==> config.mk <==
export PLATFORM = sky130hd
export DESIGN_NAME = data_array_fill_ctrl
export DESIGN_NICKNAME = d
export VERILOG_FILES = /design/src/rtl/data_array_fill_ctrl_pkg.sv /design/src/rtl/data_array_fill_ctrl_rd_hazard.sv /design/src/rtl/data_array_fill_ctrl.sv
export SDC_FILE = /design/constraint.sdc
export NUM_CORES = 1
export LEC_CHECK = 0
export CORE_ASPECT_RATIO = 1.2
export CORE_MARGIN = 2
export CORE_UTILIZATION = 47
export DETAILED_ROUTE_END_ITERATION = 12
export PLACE_DENSITY = 0.87
export SYNTH_ARGS = -nofsm -noshare
export SYNTH_HDL_FRONTEND = slang
export SYNTH_HIERARCHICAL = 1
export SYNTH_SLANG_ARGS = --single-unit
==> constraint.sdc <==
create_clock -name clk -period 5.4 [get_ports clk]
set_input_delay 0.81 -clock clk [delete_from_list [all_inputs] [get_ports clk]]
set_output_delay 0.81 -clock clk [all_outputs]
set_load 0.1 [all_outputs]
==> src/rtl/data_array_fill_ctrl_pkg.sv <==
// Shared widths, FSM encoding and address helper for the data-array
// refill controller.
package data_array_fill_ctrl_pkg;

   localparam int ADDR_WIDTH = 8;
   localparam int WORD_WIDTH = 20;
   localparam int NUM_BLOCKS = 4;
   localparam int LINE_WORDS = 4;
   localparam int OFF_W      = $clog2(LINE_WORDS);
   localparam int SET_W      = ADDR_WIDTH - OFF_W;

   localparam logic [1:0] ST_IDLE = 2'd0;
   localparam logic [1:0] ST_FILL = 2'd1;
   localparam logic [1:0] ST_DONE = 2'd2;

   localparam logic [OFF_W:0] CNT_FULL = (OFF_W+1)'(LINE_WORDS);

   function automatic logic [ADDR_WIDTH-1:0] line_addr(
      input logic [SET_W-1:0] set,
      input logic [OFF_W-1:0] off
   );
      return {set, off};
   endfunction

endpackage

==> src/rtl/data_array_fill_ctrl_rd_hazard.sv <==
// Combinational read blocker: halt, stale refill words, and
// same-cycle read/write collisions on the array.
module data_array_rd_hazard
   import data_array_fill_ctrl_pkg::*;
(
   input  logic                  halt,
   input  logic                  fill_active,
   input  logic [SET_W-1:0]      fill_set,
   input  logic [NUM_BLOCKS-1:0] fill_way,
   input  logic [LINE_WORDS-1:0] written,
   input  logic                  w_valid,
   input  logic [ADDR_WIDTH-1:0] w_addr,
   input  logic [NUM_BLOCKS-1:0] w_mask,
   input  logic [ADDR_WIDTH-1:0] rd_addr,
   input  logic [NUM_BLOCKS-1:0] rd_mask,
   output logic                  block
);

   logic [SET_W-1:0] rd_set;
   logic [OFF_W-1:0] rd_off;
   logic             stale;
   logic             collide;

   assign rd_set = rd_addr[ADDR_WIDTH-1:OFF_W];
   assign rd_off = rd_addr[OFF_W-1:0];

   // Word of the line being refilled that has not landed yet
   assign stale = fill_active
                && (rd_set == fill_set)
                && (|(rd_mask & fill_way))
                && !written[rd_off];

   assign collide = w_valid
                  && (rd_addr == w_addr)
                  && (|(rd_mask & w_mask));

   assign block = halt | stale | collide;

endmodule

==> src/rtl/data_array_fill_ctrl.sv <==
// Refill sequencer and read arbiter for the 4-way instruction data arrays.
// DATA_ARRAY_FILL_CRITICAL_WORD_FIRST_EN: refill starts at i_fill_word.
module data_array_fill_ctrl
   import data_array_fill_ctrl_pkg::*;
(
   input  logic                  clk,
   input  logic                  arst_n,
   input  logic                  i_halt_all,
   input  logic                  i_fill_valid,
   input  logic [SET_W-1:0]      i_fill_set,
   input  logic [NUM_BLOCKS-1:0] i_fill_way,
   input  logic [OFF_W-1:0]      i_fill_word,
   output logic                  o_fill_ready,
   input  logic [WORD_WIDTH-1:0] i_mem_data,
   input  logic                  i_mem_valid,
   output logic                  o_mem_ready,
   output logic                  o_fill_done,
   input  logic [ADDR_WIDTH-1:0] i_rd_addr,
   input  logic                  i_rd_valid,
   input  logic [NUM_BLOCKS-1:0] i_rd_mask,
   output logic                  o_rd_ready,
   output logic [ADDR_WIDTH-1:0] o_r_addr,
   output logic                  o_r_valid,
   output logic [NUM_BLOCKS-1:0] o_r_mask,
   output logic [ADDR_WIDTH-1:0] o_w_addr,
   output logic [WORD_WIDTH-1:0] o_w_data,
   output logic                  o_w_valid,
   output logic [NUM_BLOCKS-1:0] o_w_mask,
   output logic                  o_stop_read_clk,
   output logic                  o_stop_write_clk
);

   logic [1:0]            state_q;
   logic [SET_W-1:0]      set_q;
   logic [NUM_BLOCKS-1:0] way_q;
   logic [OFF_W-1:0]      ptr_q;
   logic [OFF_W-1:0]      ptr_start;
   logic [OFF_W:0]        cnt_q;
   logic [LINE_WORDS-1:0] bitmap_q;
   logic                  line_full;
   logic                  beat;
   logic                  rd_block;

`ifdef DATA_ARRAY_FILL_CRITICAL_WORD_FIRST_EN
   assign ptr_start = i_fill_word;
`else
   logic unused_fill_word;
   assign unused_fill_word = ^i_fill_word;
   assign ptr_start = '0;
`endif

   assign line_full    = (cnt_q == CNT_FULL);
   assign o_mem_ready  = (state_q == ST_FILL)
                       && !line_full && !i_halt_all;
   assign beat         = o_mem_ready && i_mem_valid;
   assign o_fill_ready = (state_q == ST_IDLE) && !i_halt_all;
   assign o_fill_done  = (state_q == ST_DONE);

   always_ff @(posedge clk or negedge arst_n) begin
      if (!arst_n) begin
         state_q   <= ST_IDLE;
         set_q     <= '0;
         way_q     <= '0;
         ptr_q     <= '0;
         cnt_q     <= '0;
         bitmap_q  <= '0;
         o_w_valid <= 1'b0;
         o_w_addr  <= '0;
         o_w_data  <= '0;
         o_w_mask  <= '0;
      end else if (!i_halt_all) begin
         o_w_valid <= 1'b0;
         unique case (state_q)
            ST_IDLE: begin
               if (i_fill_valid) begin
                  state_q <= ST_FILL;
                  set_q   <= i_fill_set;
                  way_q   <= i_fill_way;
                  ptr_q   <= ptr_start;
                  cnt_q   <= '0;
               end
            end
            ST_FILL: begin
               if (beat) begin
                  o_w_valid       <= 1'b1;
                  o_w_addr        <= line_addr(set_q, ptr_q);
                  o_w_data        <= i_mem_data;
                  o_w_mask        <= way_q;
                  bitmap_q[ptr_q] <= 1'b1;
                  ptr_q           <= ptr_q + OFF_W'(1);
                  cnt_q           <= cnt_q + (OFF_W+1)'(1);
               end else if (line_full) begin
                  // Last write has been issued; report completion
                  state_q <= ST_DONE;
               end
            end
            ST_DONE: begin
               bitmap_q <= '0;
               state_q  <= ST_IDLE;
            end
            default: state_q <= ST_IDLE;
         endcase
      end
   end

   data_array_rd_hazard u_rd_hazard (
      .halt        (i_halt_all),
      .fill_active (state_q != ST_IDLE),
      .fill_set    (set_q),
      .fill_way    (way_q),
      .written     (bitmap_q),
      .w_valid     (o_w_valid),
      .w_addr      (o_w_addr),
      .w_mask      (o_w_mask),
      .rd_addr     (i_rd_addr),
      .rd_mask     (i_rd_mask),
      .block       (rd_block)
   );

   assign o_rd_ready       = i_rd_valid && !rd_block;
   assign o_r_valid        = o_rd_ready;
   assign o_r_addr         = i_rd_addr;
   assign o_r_mask         = i_rd_mask;
   assign o_stop_read_clk  = ~o_r_valid;
   assign o_stop_write_clk = ~o_w_valid;

endmodule

==> After elaboration in Yosys (flattened, before gate mapping) <==
Index checks and enable logic that the tools add are counted.
{ "op_classes": {"addsub": 2, "magnitude_cmp": 3, "n_eq_ne": 9, "muxes": 18, "bitwise_logic": 8, "reduce_logical": 26} }
{ "ops": {"columns": ["cell", "n"], "rows": [
  ["logical AND 1 bit", 11],
  ["two-way mux 2 bit", 5],
  ["AND reduction 3 bit", 3],
  ["bitwise AND 4 bit", 2],
  ["equality test 8 bit", 1],
  ["inequality test 2 bit (second input constant)", 4],
  ["one-hot mux 2 bit (2 select lines)", 2],
  ["one-hot mux 4 bit (2 select lines)", 1],
  ["AND reduction 4 bit", 2],
  ["OR reduction 4 bit", 2],
  ["equality test 6 bit", 1],
  ["< comparator 2 x 3 -> 1 bit (second input constant)", 2],
  ["two-way mux 3 bit", 2],
  ["one-hot mux 3 bit (2 select lines)", 1],
  ["nonzero test 2 bit", 3],
  ["logical NOT 1 bit", 4],
  ["two-way mux 1 bit", 4],
  ["two-way mux 4 bit", 1],
  ["bitwise OR 4 bit", 1],
  ["adder 3 x 1 -> 3 bit (second input constant)", 1],
  ["equality test 3 bit (second input constant)", 1],
  ["NOT 1 bit", 3],
  ["adder 2 x 1 -> 2 bit (second input constant)", 1],
  ["binary-select mux 1 bit (select 2 bit)", 1],
  ["6 further kinds", 7]
]} }
{ "totals": {"register_bits": 54, "inputBits": 50, "output_inout_bits": 52, "elab_cells": 76} }

==> Depth between registers and ports, before layout <==
Gate-level depths: netlist of run 1.
{ "logic_depth": {"ltp_word": 9, "depth_mapped": 8, "depth_no_buf": 6} }

==> Modules after synthesis <==
Netlist of run 1, hierarchy kept.
{ "modules_own_cells": {"columns": ["module", "n_inst", "cells_each", "area_each_um2", "seq_area_each_um2"], "rows": [
  ["data_array_fill_ctrl", 1, 180, 2333.5, 1351.3],
  ["data_array_rd_hazard", 1, 27, 226.5, 0.0]
]} }

==> Least setup slack after synthesis of run 1 <==
Ideal clock, no wire load.
{ "synth_path": {"path_kind": "input to output", "startpoint": "input port i_rd_addr[0]", "endpoint": "output port o_rd_ready", "arrival_time_ns": 3.614, "t_required_ns": 4.590, "slack_ns": 0.976, "path_stages": 6, "n_path_buf": 1, "path_cell_list": "mux4_2 nor4_1 a311o_2 nand2b_1 inv_1 buf_4"} }
{ "synth_via": {"elab_chain_cells": 8, "word_cells_on_any_way": 11, "classes_between": "eq/ne (1); mux (2); bitwise (2); reduce/logical (6)"} }
{ "synth_rtl": {"columns": ["item", "line", "source"], "rows": [
  ["start, declared", "data_array_fill_ctrl.sv:18", "input logic [ADDR_WIDTH-1:0] i_rd_addr,"],
  ["binary-select mux 1 bit (select 2 bit)", "data_array_fill_ctrl_rd_hazard.sv:31", "&& !written[rd_off];"],
  ["two-way mux 1 bit (not written as such)", "data_array_fill_ctrl_rd_hazard.sv:31", null],
  ["logical NOT 1 bit", "data_array_fill_ctrl_rd_hazard.sv:31", null],
  ["logical AND 1 bit", "data_array_fill_ctrl_rd_hazard.sv:31", null],
  ["bitwise OR 1 bit", "data_array_fill_ctrl_rd_hazard.sv:37", "assign block = halt | stale | collide;"],
  ["bitwise OR 1 bit *", "data_array_fill_ctrl_rd_hazard.sv:37", null],
  ["via rd_block", "data_array_fill_ctrl.sv:42", "logic rd_block;"],
  ["logical NOT 1 bit *", "data_array_fill_ctrl.sv:120", "assign o_rd_ready = i_rd_valid && !rd_block;"],
  ["logical AND 1 bit *", "data_array_fill_ctrl.sv:120", null],
  ["end, declared", "data_array_fill_ctrl.sv:21", "output logic o_rd_ready,"]
]} }
The timed path passes the listed nets; every way through them passes the cells marked *. The select of a mux whose other input is x is not followed.

==> Worst setup path after layout of run 1 <==
{ "layout_path": {"startpoint": "input port i_halt_all", "endpoint": "output port o_mem_ready"} }
{ "layout_via": {"elab_chain_cells": 2} }
{ "layout_rtl": {"columns": ["item", "line", "source"], "rows": [
  ["start, declared", "data_array_fill_ctrl.sv:8", "input logic i_halt_all,"],
  ["logical NOT 1 bit", null, null],
  ["logical AND 1 bit", "data_array_fill_ctrl.sv:54", "&& !line_full && !i_halt_all;"],
  ["end, declared", "data_array_fill_ctrl.sv:16", "output logic o_mem_ready,"]
]} }
Every way passes these cells.

==> results of run 1 <==
-- worst reg2reg max path, cell delays in order, from the launching register on --
cell and delay [ps]:
dfrtp_1 400, inv_1 60, ha_1 230, nand2_1 160
nand3_2 750, mux2_2 590
-- cell type report --
class	count	area (um^2)
well taps	62	77.6
multi-input cells	124	1030
repair buffers	100	986
fillers	402	1680
flip-flops and latches	54	1350
clock buffers	6	72.6
inverters	8	30.0
clock inverters	2	37.5
-- registers in the layout, indices dropped and copies added (netlist names) --
name       flops
ptr_q          2
o_w_valid      1
state_q        2
o_w_mask       4
o_w_addr       8
way_q          4
o_w_data      20
bitmap_q       4
cnt_q          3
set_q          6
-- worst paths after layout --
check,from,end,slack [ps],cells past startpoint
max in group asynchronous,arst_n,o_w_data[2],4320,2
min in group asynchronous,arst_n,o_w_data[15],610,2
hold reg to reg,o_w_data[7],o_w_data[7],510,1
hold / removal,o_w_data[7],o_w_data[7],510,1
setup / recovery,i_halt_all,o_mem_ready,1810,3
setup reg to reg,cnt_q[0],o_w_data[14],3100,5
-- cell usage in the layout, fill, tap and decap left out, types with 2 or more instances in the layout --
| master | n |
|---|---|
| nor4_1 | 2 |
| inv_1 | 8 |
| clkbuf_8 | 5 |
| dfrtp_1 | 54 |
| nor3_1 | 2 |
| xnor2_1 | 7 |
| nand4_1 | 2 |
| a21oi_1 | 10 |
| mux2i_1 | 2 |
| o21ai_0 | 8 |
| xor2_1 | 7 |
| clkdlybuf4s50_1 | 95 |
| ha_1 | 6 |
| a22oi_1 | 3 |
| buf_4 | 4 |
| nand2_1 | 12 |
| mux2_2 | 39 |
| nor2_1 | 7 |
-- through the flow --
step	cells	hold WS, ps	cell area (um^2)	worst slack [ps]	util (%)
2_1_floorplan	207	478	2560	976	-
3_3_place_gp	348	486	3470	1810	66.0
3_5_place_dp	348	496	3470	1810	66.0
4_1_cts	356	518	3580	1800	68.1
5_1_grt	356	533	3580	1690	68.1
6_report	356	514	3580	1810	68.1
-- kinds of logic after synthesis --
logic type      share of synthesized area (%)
simple gates                             6.40
fa+ha+maj                                2.93
mux                                      19.4
flops                                    52.8
compound gates                           6.65
buf+inv                                  7.04
xor+xnor                                 4.79
-- metal layers --
| layer | track usage (%) | vias up |
|---|---|---|
| li1 | - | 871 |
| met1 | 23.3 | 908 |
| met2 | 33.1 | 60 |
| met3 | 4.75 | 8 |
| met4 | 6.52 | 0 |
| met5 | 0 | - |
==> impl_results.md, run 1 <==
* Status: complete, no violations
* CP top delay family: buffers and inverters
* Worst slew margin at 25.7%
* Worst Path Buf+Inv at 2
* Layout cells sized above 1 at 19.7%
* Main flop type after synthesis: dfrtp_1
* Number of global-route vias before repair at 1909
* TritonCTS Buffers at 5
* Clock Sinks at 54
* Synth-to-layout area growth at 40.0%
* Layout Skew at 11.0 ps
* Top-area cell type share of the netlist area at 52.8%
* Site Rows at 29
* Synth Cell Area at 0.00256 mm^2
* Ys async rst share at 100%
* WL/cell at 16.0 um
* Global Route Usage Sum at 19.1%
* Yosys warnings at 6
* I/O Buffers at 99
* Register area share after synthesis at 52.8%
* DR vias/cell at 5.19
* Largest net degree at the start of global routing at 55
* H-tree lvl count at 2
* Top Layer Used: met4
* Worst-margin pin slew at 1110 ps
* Nets at 349
* DRC viols at 0
* Synth Instances at 207
* Die Ht at 84.8 um
* Most numerous cell on the critical path: clkdlybuf4s50_1
* Most common cell in the netlist: dfrtp_1
* Synthesized area per cell at 12.4 um^2
* RSZ-0062 raised after global routing: false
* WL met2 at 3000 um
* Clk root buf: clkbuf_8
* DR pass1 iterations at 4
* Antenna Nets Post-Route at 0
* Slew Limit Fails at 0
* Post-CTS Setup Bufs at 0
* Synth area leaders: dfrtp_1 (53%), mux2_2 (17%), buf_4 (4.1%)
* Post-synth top cells: dfrtp_1 (54), mux2_2 (39), buf_4 (14), nand2_1 (12), a21oi_1 (10)
* Slowest CP cell: clkdlybuf4s50_1
* Wl on met1 at 2290 um
* Max cap viols at 0
* Grt total ovfl at 0
* Antenna violations before repair at 0
* Core Area at 0.00526 mm^2
* DR WL met3 at 310 um
* Worst Path Class, Setup: in2out
* Detailed Place HPWL at 4150 um
* Crit path DAT at 2780 ps
* Ant diodes at 0
* Crit-path cells: clkdlybuf4s50_1 > nor2_1 > clkdlybuf4s50_1
* Period utilization at 66.5%
* Starting Density at 48.7%
* Leading area contributor after synthesis: dfrtp_1
* Tmin final at 3590 ps
* Final GP Congestion at 0.728
* Required @ worst endpoint at 4590 ps
* Global-route wire length before repair at 9040 um
* CTS tree: done
* Die width at 71.4 um
* Die ar. at 0.00606 mm^2
* Hold Path Class: reg2reg
* Setup TNS at 0 ps
* Worst-path clk slew at 90 ps
* Hold_buf cts at 0
* Final hold vios at 0
* Unique masters post-synth at 36
* Worst path max stage delay at 1140 ps
* Crit path capture type: output pin
* F_max at 278 MHz
* Ports at 102
* DR vias at 1847
* Clk_lat worst skew at 300 ps
* Max Root-Sink Buffers at 2
* Syn nets at 263
* # setup viols final at 0
* Seq cells post-synth at 54
* Final wirelength at 5690 um
* CP max FO at 14
* Post-synth EDFFs at 0
* Post_cts resized at 0
* Starting DRT DRC Count at 81
* Startpoint Class: input port
Power of run 1 is not shown: default switching activity piles up to over one toggle a cycle in this logic, so the estimate is an artifact.
==> run 2, diff against run 1 <==
--- a/config.mk
+++ b/config.mk
@@ -7,9 +7,9 @@
 export LEC_CHECK = 0
 export CORE_ASPECT_RATIO = 1.2
 export CORE_MARGIN = 2
-export CORE_UTILIZATION = 47
+export CORE_UTILIZATION = 43
 export DETAILED_ROUTE_END_ITERATION = 12
-export PLACE_DENSITY = 0.87
+export PLACE_DENSITY = 0.81
 export SYNTH_ARGS = -nofsm -noshare
 export SYNTH_HDL_FRONTEND = slang
 export SYNTH_HIERARCHICAL = 1
==> constraint.sdc (replaced) <==
create_clock -name clk -period 3.36 [get_ports clk]
set_input_delay 0.504 -clock clk [delete_from_list [all_inputs] [get_ports clk]]
set_output_delay 0.504 -clock clk [all_outputs]
set_load 0.1 [all_outputs]
==> impl_results.md, run 2 (synthesis gave the netlist of run 1 again) <==
* Starting DRT DRC Count at 118
* F_max at 331 MHz
* Global-route wire length before repair at 9050 um
* DRC viols at 0
* Grt total ovfl at 0
* Nets at 352
* Slew Limit Fails at 0
* Post_cts resized at 0
* Die Ht at 88.5 um
* Hold Path Class: in2async
* WL/cell at 14.9 um
* Most frequent cells in the layout: clkdlybuf4s50_1 (80), dfrtp_1 (43), mux2_2 (39)
* Tmin final at 3020 ps
* DR vias at 1891
* Worst-margin pin slew at 994 ps
* Required @ worst endpoint at 2860 ps
* CTS tree: done
* Clock Sinks at 54
* Die width at 74.4 um
* Worst slew margin at 33.5%
* Detailed Place HPWL at 4320 um
* Worst path max stage delay at 540 ps
* CP top delay family: buffers and inverters
* Reg with most FFs: o_w_data
* DR pass1 iterations at 4
* Largest net degree at the start of global routing at 29
* H-tree lvl count at 2
* CP max FO at 3
* Worst Path Buf+Inv at 3
* Site Rows at 30
* Layout Skew at 7.43 ps
* Antenna violations before repair at 0
* Status: complete, no violations
* Crit path capture type: output pin
* Final wirelength at 5620 um
* Commonest non-fill, non-tap cell in the layout: clkdlybuf4s50_1
* Layout cells sized above 1 at 30.0%
* Setup TNS at 0 ps
* Clk_lat worst skew at 300 ps
* Max Root-Sink Buffers at 2
* Final GP Congestion at 0.737
* TritonCTS Buffers at 5
* Synth-to-layout area growth at 43.5%
* Startpoint Class: input port
* Period utilization at 89.8%
* Largest registers: o_w_data x20, o_w_addr x8, set_q x6
* Number of global-route vias before repair at 1957
* Die ar. at 0.00659 mm^2
* Worst-path clk slew at 90 ps
* Crit path DAT at 2510 ps
* Starting Density at 44.9%
* Hold_buf cts at 0
* # setup viols final at 0
* Max reg flops at 20
* Post-CTS Setup Bufs at 0
* Max cap viols at 0
* Crit-path cells: clkdlybuf4s50_1 > mux4_2 > nor4_1 > a311o_2 > nand2b_4 > clkinvlp_4 > buf_12
* DR vias/cell at 5.02
* Fillcell total at 470
* I/O Buffers at 99
* Antenna Nets Post-Route at 0
* Ports at 102
* Final hold vios at 0
* Global Route Usage Sum at 18.0%
* Core Area at 0.00571 mm^2
* RSZ-0062 raised after global routing: false
* Ant diodes at 0
* Clk root buf: clkbuf_8
* Worst Path Class, Setup: in2out
* Slowest CP cell: clkdlybuf4s50_1
==> run 2: cell types whose count changed in the layout (fill, tap and decap cells not counted), sizes merged <==
| cell | delta |
|---|---|
| inv | -1 |
| clkbuf | +1 |
| buf | +18 |
| clkdlybuf4s50 | -15 |
==> run 2: metal layers <==
| metal | vias to the layer above | wire, um | global-route usage, % |
|---|---|---|---|
| li1 | 886 | - | - |
| met1 | 932 | 2240 | 21.8 |
| met2 | 68 | 2970 | 31.5 |
| met3 | 5 | 368 | 5.69 |
| met4 | 0 | 41 | 3.57 |
| met5 | - | 0 | 0 |
==> run 2: area by class of cell <==
type	count	area [um^2]	area share (%)
inverters	8	33.8	0.920
repair buffers	103	1020	27.8
multi-input cells	124	1040	28.2
well taps	80	100	2.73
clock buffers	7	86.3	2.35
flip-flops and latches	54	1370	37.2
clock inverters	1	30.0	0.818
==> run 2: path summary, 6_finish.rpt <==
| path | from | depth (start not counted) | slack [ps] | to |
|---|---|---|---|---|
| setup reg to reg | cnt_q[0] | 6 | 1420 | o_w_data[18] |
| max in group asynchronous | arst_n | 2 | 2340 | o_w_mask[0] |
| setup / recovery | i_rd_addr[0] | 7 | 340 | o_r_valid |
| min in group clk | o_w_data[8] | 1 | 510 | o_w_data[8] |
| hold reg to reg | o_w_data[8] | 1 | 510 | o_w_data[8] |
| hold / removal | arst_n | 1 | 210 | o_w_data[18] |
==> run 2: stage by stage <==
step                      hold WS [ps]  cell area (um^2)  setup WS (ps)  util [%]  instances
after floorplan                    208              2580            240         -        207
after global placement             487              3560            402      62.3        369
after detailed placement           493              3560            339      62.3        369
after CTS                          222              3670            321      64.4        377
after global routing               245              3670            227      64.4        377
final                              207              3670            343      64.4        377
==> run 2: worst register-to-register path: stages (launching register included) <==
cell	delay, ps
dfrtp_1	390
inv_1	60
ha_1	220
nand2_1	160
nand3_2	380
buf_12	320
mux2_4	310
Power of run 2 is left out for the same reason.
==> run 3, diff against run 2 <==
--- a/config.mk
+++ b/config.mk
@@ -6,7 +6,7 @@
 export NUM_CORES = 1
 export LEC_CHECK = 0
 export CORE_ASPECT_RATIO = 1.2
-export CORE_MARGIN = 2
+export CORE_MARGIN = 5
 export CORE_UTILIZATION = 43
 export DETAILED_ROUTE_END_ITERATION = 12
 export PLACE_DENSITY = 0.81
==> impl_results.md, run 3 (synthesis gave the netlist of run 1 again) <==
* Detailed Place HPWL at 4600 um
* Final GP Congestion at 0.825
* DR vias/cell at 4.98
* Global-route wire length before repair at 9450 um
* Worst Path Class, Setup: in2out
* Largest registers: o_w_data x20, o_w_addr x8, set_q x6
* Fillcell total at 466
* Site Rows at 30
* Antenna Nets Post-Route at 0
* Starting Density at 44.9%
* Antenna violations before repair at 0
* Most frequent cells in the layout: clkdlybuf4s50_1 (80), dfrtp_1 (43), mux2_2 (39)
* Max cap viols at 0
* Crit path capture type: output pin
* Post_cts resized at 0
* CP Launch Point: i_rd_addr[0]
* Setup TNS at 0 ps
* WL/cell at 15.4 um
* Max Root-Sink Buffers at 2
* R2R depth at 6
* Final hold vios at 0
* Reg with most FFs: o_w_data
* Worst slew margin at 31.7%
* Reg2reg end: o_w_data[5]
* Layout cells sized above 1 at 30.2%
* Number of global-route vias before repair at 2004
* Largest net degree at the start of global routing at 40
* RSZ-0062 raised after global routing: false
* # setup viols final at 0
* Post-CTS Setup Bufs at 0
* Worst Setup EP: o_rd_ready
* I/O Buffers at 99
* Clk_lat worst skew at 310 ps
* CP max FO at 3
* DR pass1 iterations at 4
* Core Area at 0.00571 mm^2
* Ports at 102
* Die width at 80.4 um
* H-tree lvl count at 2
* Ant diodes at 0
* Grt total ovfl at 0
* Startpoint Class: input port
* Die Ht at 94.5 um
* Hold_buf cts at 0
* Hold Path Class: in2async
* Clock Sinks at 54
* Crit path DAT at 2500 ps
* Max reg flops at 20
* Worst r2r src: cnt_q[0]
* Worst-margin pin slew at 1020 ps
* DR vias at 1884
* Synth-to-layout area growth at 42.1%
* Commonest non-fill, non-tap cell in the layout: clkdlybuf4s50_1
* Tmin final at 3000 ps
* CTS tree: done
* Worst-path clk slew at 110 ps
* Starting DRT DRC Count at 67
* Global Route Usage Sum at 16.2%
* F_max at 333 MHz
* Period utilization at 89.3%
* Utilization after layout at 63.7%
* DRC viols at 0
* Status: complete, no violations
* Slew Limit Fails at 0
* Layout Skew at 14.9 ps
* Clk root buf: clkbuf_8
* Die ar. at 0.00760 mm^2
* Flop-to-flop setup slack at 1400 ps
* Required @ worst endpoint at 2860 ps
* TritonCTS Buffers at 5
* Nets at 353
* Final wirelength at 5830 um
[run 3: stage by stage]
stage | instance area (um^2) | std cells | setup slack, ps | hold slack [ps]
2_1_floorplan | 2580 | 207 | 240 | 208
5_1_grt | 3640 | 378 | 312 | 369
6_report | 3640 | 378 | 360 | 295
4_1_cts | 3640 | 378 | 344 | 330
3_3_place_gp | 3550 | 370 | 403 | 487
3_5_place_dp | 3550 | 370 | 360 | 493
[run 3: per-layer routing]
| layer | share of wire, % | global-route usage (%) | routed length [um] |
|---|---|---|---|
| met2 | 52 | 28.0 | 3060 |
| met4 | 1.1 | 4.37 | 65 |
| met1 | 37 | 18.5 | 2160 |
| met5 | 0 | 0 | 0 |
| met3 | 9.4 | 6.68 | 550 |
[run 3: how the worst min path moves through the flow]
| stage | startpoint | to | slack, ps |
|---|---|---|---|
| detailed placement | o_w_data[16] | o_w_data[16] | 490 |
| global route | arst_n | bitmap_q[3] | 370 |
| global placement | o_w_data[16] | o_w_data[16] | 490 |
| floorplan | arst_n | bitmap_q[0] | 210 |
| CTS | arst_n | bitmap_q[2] | 330 |
| finish | arst_n | bitmap_q[2] | 300 |
[run 3: final cells by class]
cell class,instances,area (um^2),area share (%)
Inverter,8,33.8,0.929
Timing Repair Buffer,104,1020,27.9
Multi-Input combinational cell,124,1040,28.5
Tap cell,80,100,2.75
Clock buffer,6,72.6,2.00
Clock inverter,2,13.8,0.378
Sequential cell,54,1370,37.5
[run 3: worst max-delay path, stage by stage]
cell and delay, ps:
clkdlybuf4s50_1 560, mux4_2 520, nor4_1 290, a311o_2 150, nand2b_4 140, clkinvlp_4 130
buf_12 190
Power of run 3 is left out for the same reason.
==> RTL edit 1: new RTL, config.mk and constraints of run 2 <==
Reset style: synchronous (`arst_n`), changed in one clocked block.
--- a/src/rtl/data_array_fill_ctrl.sv
+++ b/src/rtl/data_array_fill_ctrl.sv
@@ -56,7 +56,7 @@
    assign o_fill_ready = (state_q == ST_IDLE) && !i_halt_all;
    assign o_fill_done  = (state_q == ST_DONE);
 
-   always_ff @(posedge clk or negedge arst_n) begin
+   always_ff @(posedge clk) begin
       if (!arst_n) begin
          state_q   <= ST_IDLE;
          set_q     <= '0;
Behaviour: differs if arst_n is asserted again (counterexample within 4 cycles, from zero or initial values and one cycle with arst_n low); with arst_n held inactive, the same outputs for 4 cycles.
==> RTL edit 1 against run 2 <==
- worst setup slack worse by 21 ps
- critical path depth did not move
- highest routed layer unchanged
- area after synthesis rose by 4.5%
- sequential cell count did not move
- core utilization decreased by 2.7 points
- design area rose by 0.89%
- synthesized cell count increased by 45%
- global-route usage about the same
- wire length up 11%
- first-iteration DRC count decreased by 6.8%
- clock skew fell by 0.82 ps
Power is left out: it rests on default switching activity, and per cell area and clock period it moved more than threefold.
==> RTL edit 1: results (changes against run 2) <==
Synthesis
  • Adder-cell share of the synthesized area: 0.02805 (-0.001275)
  • Unique masters post-synth: 44 (+22%)
  • Synth top area cells: dfxtp_1 40%, nand2_1 13%, mux2i_1 12%
  • Synth Area per Inst: 8.921 µm² (-28%)
  • Seq/Total Area, Yosys: 0.4039 (-0.1239)
  • Post-synthesis compound-gate area fraction: 0.1145 (+0.04807)
  • Mux cell area share after synthesis: 0.1281 (-0.06594)
  • XOR/XNOR share of the synthesized area: 0.04582 (-0.002083)
  • Syn_nets: 356 (+35%)
  • Ys async rst share: 0 (-1.000)
  • Commonest cells in the netlist: 94 x nand2_1, 54 x dfxtp_1, 32 x mux2i_1, 14 x buf_4, 10 x a21boi_1
  • Primary FF master, synth: dfxtp_1

Hold path
  • Min-Delay Path Class: flip-flop to flip-flop
  • HP Start: o_w_data[8]

STA
  • Hold Vio Cnt, Final: 0 (unchanged)
  • Worst Hold Margin: 458.4 ps (+251.7 ps)
  • Worst-Margin Slew: 1020 ps (+25.97 ps)
  • Clk_skew: 6.608 ps (-0.8247 ps)

Cells and area
  • Fraction of layout cells with a size suffix above 1: 0.1349 (-0.1647)
  • #MultiIn Comb: 208 (+68%)
  • Clock network area share: 0.02060 (-0.01109)
  • Multi-input gate area: 1374 µm² (+33%)
  • Signal inverters: 7 (-1)
  • Nets: 434 (+23%)
  • Multi-input combinational area share: 0.3708 (+0.08871)
  • Layout clock buffer count: 7 (unchanged)
  • Fill cell count: 507 (+7.9%)
  • Non-clock buffer count: 102 (-0.97%)
  • Top flop regs: o_w_data x20, o_w_addr x8, set_q x6
  • Seq/total area: 0.2958 (-0.07588)
  • Non-clk buf share: 0.2769 (-0.001092)

Clocking
  • Worst-path clk slew: 90 ps (about the same)
  • Root buf cell: clkbuf_8
  • Skew-Pair Late Insertion Delay: 300 ps (about the same)
  • # resized after CTS: 0 (unchanged)
  • Number of setup buffers added after CTS: 0 (unchanged)
  • Clock Tree Buf Depth: 2 (unchanged)

Critical path
  • Worst Reg-to-Reg Cells: 4 (-2)
  • Worst r2r src: state_q[0]
  • Slowest stage delay, CP: 570 ps (+30 ps)
  • Largest delay contributor family on the critical path: buffers and inverters
  • FF-to-FF setup slack: 1400 ps (-20 ps)
  • Reg2Reg Capture Point: o_w_addr[4]
  • CP arrival: 2530 ps (+20 ps)

Global routing
  • Pin count of the biggest net entering global routing: 52 (+79%)
  • Global-route wire length before repair: 10240 µm (+13%)
  • Initial antenna violation count: 0 (unchanged)
  • GRT Util Overall: 0.1801 (+0.0003858)
  • Vias in the first global route: 2209 (+13%)

Drt
  • Drt wl/cell: 13.57 µm (-8.9%)
  • Final wirelength: 6242 µm (+11%)
  • 1st-iter DRT viols: 110 (-6.8%)
  • Vias per cell: 4.917 (-2.0%)

Placement
  • Placed cell count: 453 (+23%)
  • Hpwl dp: 4611 µm (+6.8%)
  • Post-Place Setup Slack: 356.3 ps (+16.78 ps)
  • GP Congestion: 0.8295 (+13%)
  • Placed cell areas: 3628 µm² (+2.0%)

Status
  • Status: finished clean

Floorplanning
  • Core area: 6012 µm² (+5.4%)
RTL edit 1: metal layers:
metal / routed length [µm] / up-vias / track usage
li1: - / 1146 / -
met1: 2704 / 1057 / 0.2104
met2: 3218 / 51 / 0.3304
met3: 234 / 8 / 0.03900
met4: 85 / 0 / 0.05000
met5: 0 / - / 0
RTL edit 1: how the worst max path moves through the flow:
stage                 startpoint      endpoint  slack, ps  cells past startpoint
global placement    i_rd_addr[0]     o_r_valid        380                      7
CTS                 i_rd_addr[0]     o_r_valid        330                      7
floorplan             i_halt_all  o_fill_ready        160                      2
detailed placement  i_rd_addr[0]     o_r_valid        360                      7
global route        i_rd_addr[0]     o_r_valid        270                      7
finish              i_rd_addr[0]     o_r_valid        320                      7
RTL edit 1: worst register-to-register path: stages, from the launching register on:
cell	delay [ps]
dfxtp_1	650
a21boi_4	390
and3_2	360
buf_12	250
mux2i_1	230
==> RTL edit 2: new RTL, config.mk and constraints of run 2 <==
Made on the original files. The option `DATA_ARRAY_FILL_CRITICAL_WORD_FIRST_EN` is turned on by a define.
--- a/src/rtl/data_array_fill_ctrl.sv
+++ b/src/rtl/data_array_fill_ctrl.sv
@@ -1,5 +1,7 @@
 // Refill sequencer and read arbiter for the 4-way instruction data arrays.
 // DATA_ARRAY_FILL_CRITICAL_WORD_FIRST_EN: refill starts at i_fill_word.
+`define DATA_ARRAY_FILL_CRITICAL_WORD_FIRST_EN
+
 module data_array_fill_ctrl
    import data_array_fill_ctrl_pkg::*;
 (
Behaviour: not the same (Yosys sat finds a counterexample within 4 cycles, from zero or initial values and one cycle with arst_n low).
==> RTL edit 2 against run 2 <==
- design area is 1.1% higher
- clock skew fell by 2.4 ps
- global-route usage increased by 0.98 points
- worst setup slack improved by 15 ps
- area after synthesis rose by 3.2%
- sequential cell count did not move
- wire length is 10% higher
Power is not shown: default switching activity piles up to over one toggle a cycle in this logic, so the estimate is an artifact.
==> RTL edit 2: results (changes against run 2) <==
Status
  • Status: finished clean

Synthesis
  • Synth top area cells: dfrtp_1 51%, nand2_1 15%, mux2_4 5.1%
  • Unique masters post-synth: 40 (+11%)
  • Syn_nets: 321 (+22%)
  • Seq/Total Area, Yosys: 0.5116 (-0.01625)
  • Commonest cells in the netlist: 105 x nand2_1, 54 x dfrtp_1, 15 x buf_4, 9 x mux2_4
  • Ys async rst share: 1.000 (unchanged)

Critical path
  • CP arrival: 2500 ps (about the same)
  • FF-to-FF setup slack: 1490 ps (+70 ps)
  • Worst Reg-to-Reg Cells: 7 (+1)
  • Reg2Reg Capture Point: o_w_addr[4]

Global routing
  • Global-route wire length before repair: 9998 µm (+11%)
  • Pin count of the biggest net entering global routing: 40 (+38%)
  • Vias in the first global route: 2112 (+7.9%)
  • GRT Util Overall: 0.1895 (+0.009825)

Placement
  • Hpwl dp: 4655 µm (+7.8%)
  • GP Congestion: 0.7610 (+3.3%)
  • Port Buffers: 101 (+2.0%)

Drt
  • DR WL met3: 354 µm (-3.8%)
  • Met2 WL: 3169 µm (+6.8%)
  • Drt wl/cell: 14.22 µm (-4.6%)

Clocking
  • Root buf cell: clkbuf_8

Cells and area
  • Fraction of layout cells with a size suffix above 1: 0.1751 (-0.1245)
  • Nets: 409 (+16%)

STA
  • Worst-Margin Slew: 1037 ps (+43.13 ps)
RTL edit 2: kinds of logic after synthesis:
| group | synth area share |
|---|---|
| buffers and inverters | 0.08195 |
| DFF | 0.5116 |
| adders and majority gates | 0.02842 |
| AOI/OAI and AO/OA | 0.06395 |
| and+or+nand+nor | 0.2037 |
| xor gates and xnor gates | 0.04642 |
| muxes | 0.06395 |
RTL edit 2: worst min path at each step:
| stage | start | end | slack [ps] | cells after the start |
|---|---|---|---|---|
| after detailed placement | o_w_data[9] | o_w_data[9] | 460 | 2 |
| after CTS | arst_n | o_w_data[2] | 330 | 1 |
| final | arst_n | o_w_data[2] | 300 | 1 |
| after global routing | arst_n | o_w_data[2] | 370 | 1 |
| after global placement | o_w_data[10] | o_w_data[10] | 460 | 2 |
| after floorplan | arst_n | bitmap_q[0] | 210 | 0 |
RTL edit 2: per-layer routing:
layer / track usage / up-vias
met3: 0.04484 / 11
met4: 0.05702 / 0
met5: 0 / -
met2: 0.3152 / 70
met1: 0.2402 / 1014
li1: - / 1015
RTL edit 2: cell type report:
type / count / area (µm²) / area share
clock buffers: 5 / 68.82 / 0.01853
flip-flops and latches: 54 / 1366 / 0.3679
well taps: 82 / 102.6 / 0.02763
inverters: 7 / 30.03 / 0.008086
multi-input cells: 181 / 1081 / 0.2911
repair buffers: 104 / 1021 / 0.2749
clock inverters: 3 / 43.79 / 0.01179
RTL edit 2: through the flow:
stage	utilization	hold slack [ps]	area, µm²	cells	worst slack (ps)
detailed placement	0.6028	462.9	3601	428	352.2
CTS	0.6217	331.7	3714	436	351.6
floorplan	-	208.4	2668	265	239.5
global placement	0.6028	457.8	3601	428	381.6
finish	0.6217	295.5	3714	436	358.5
global route	0.6217	366.1	3714	436	307.5
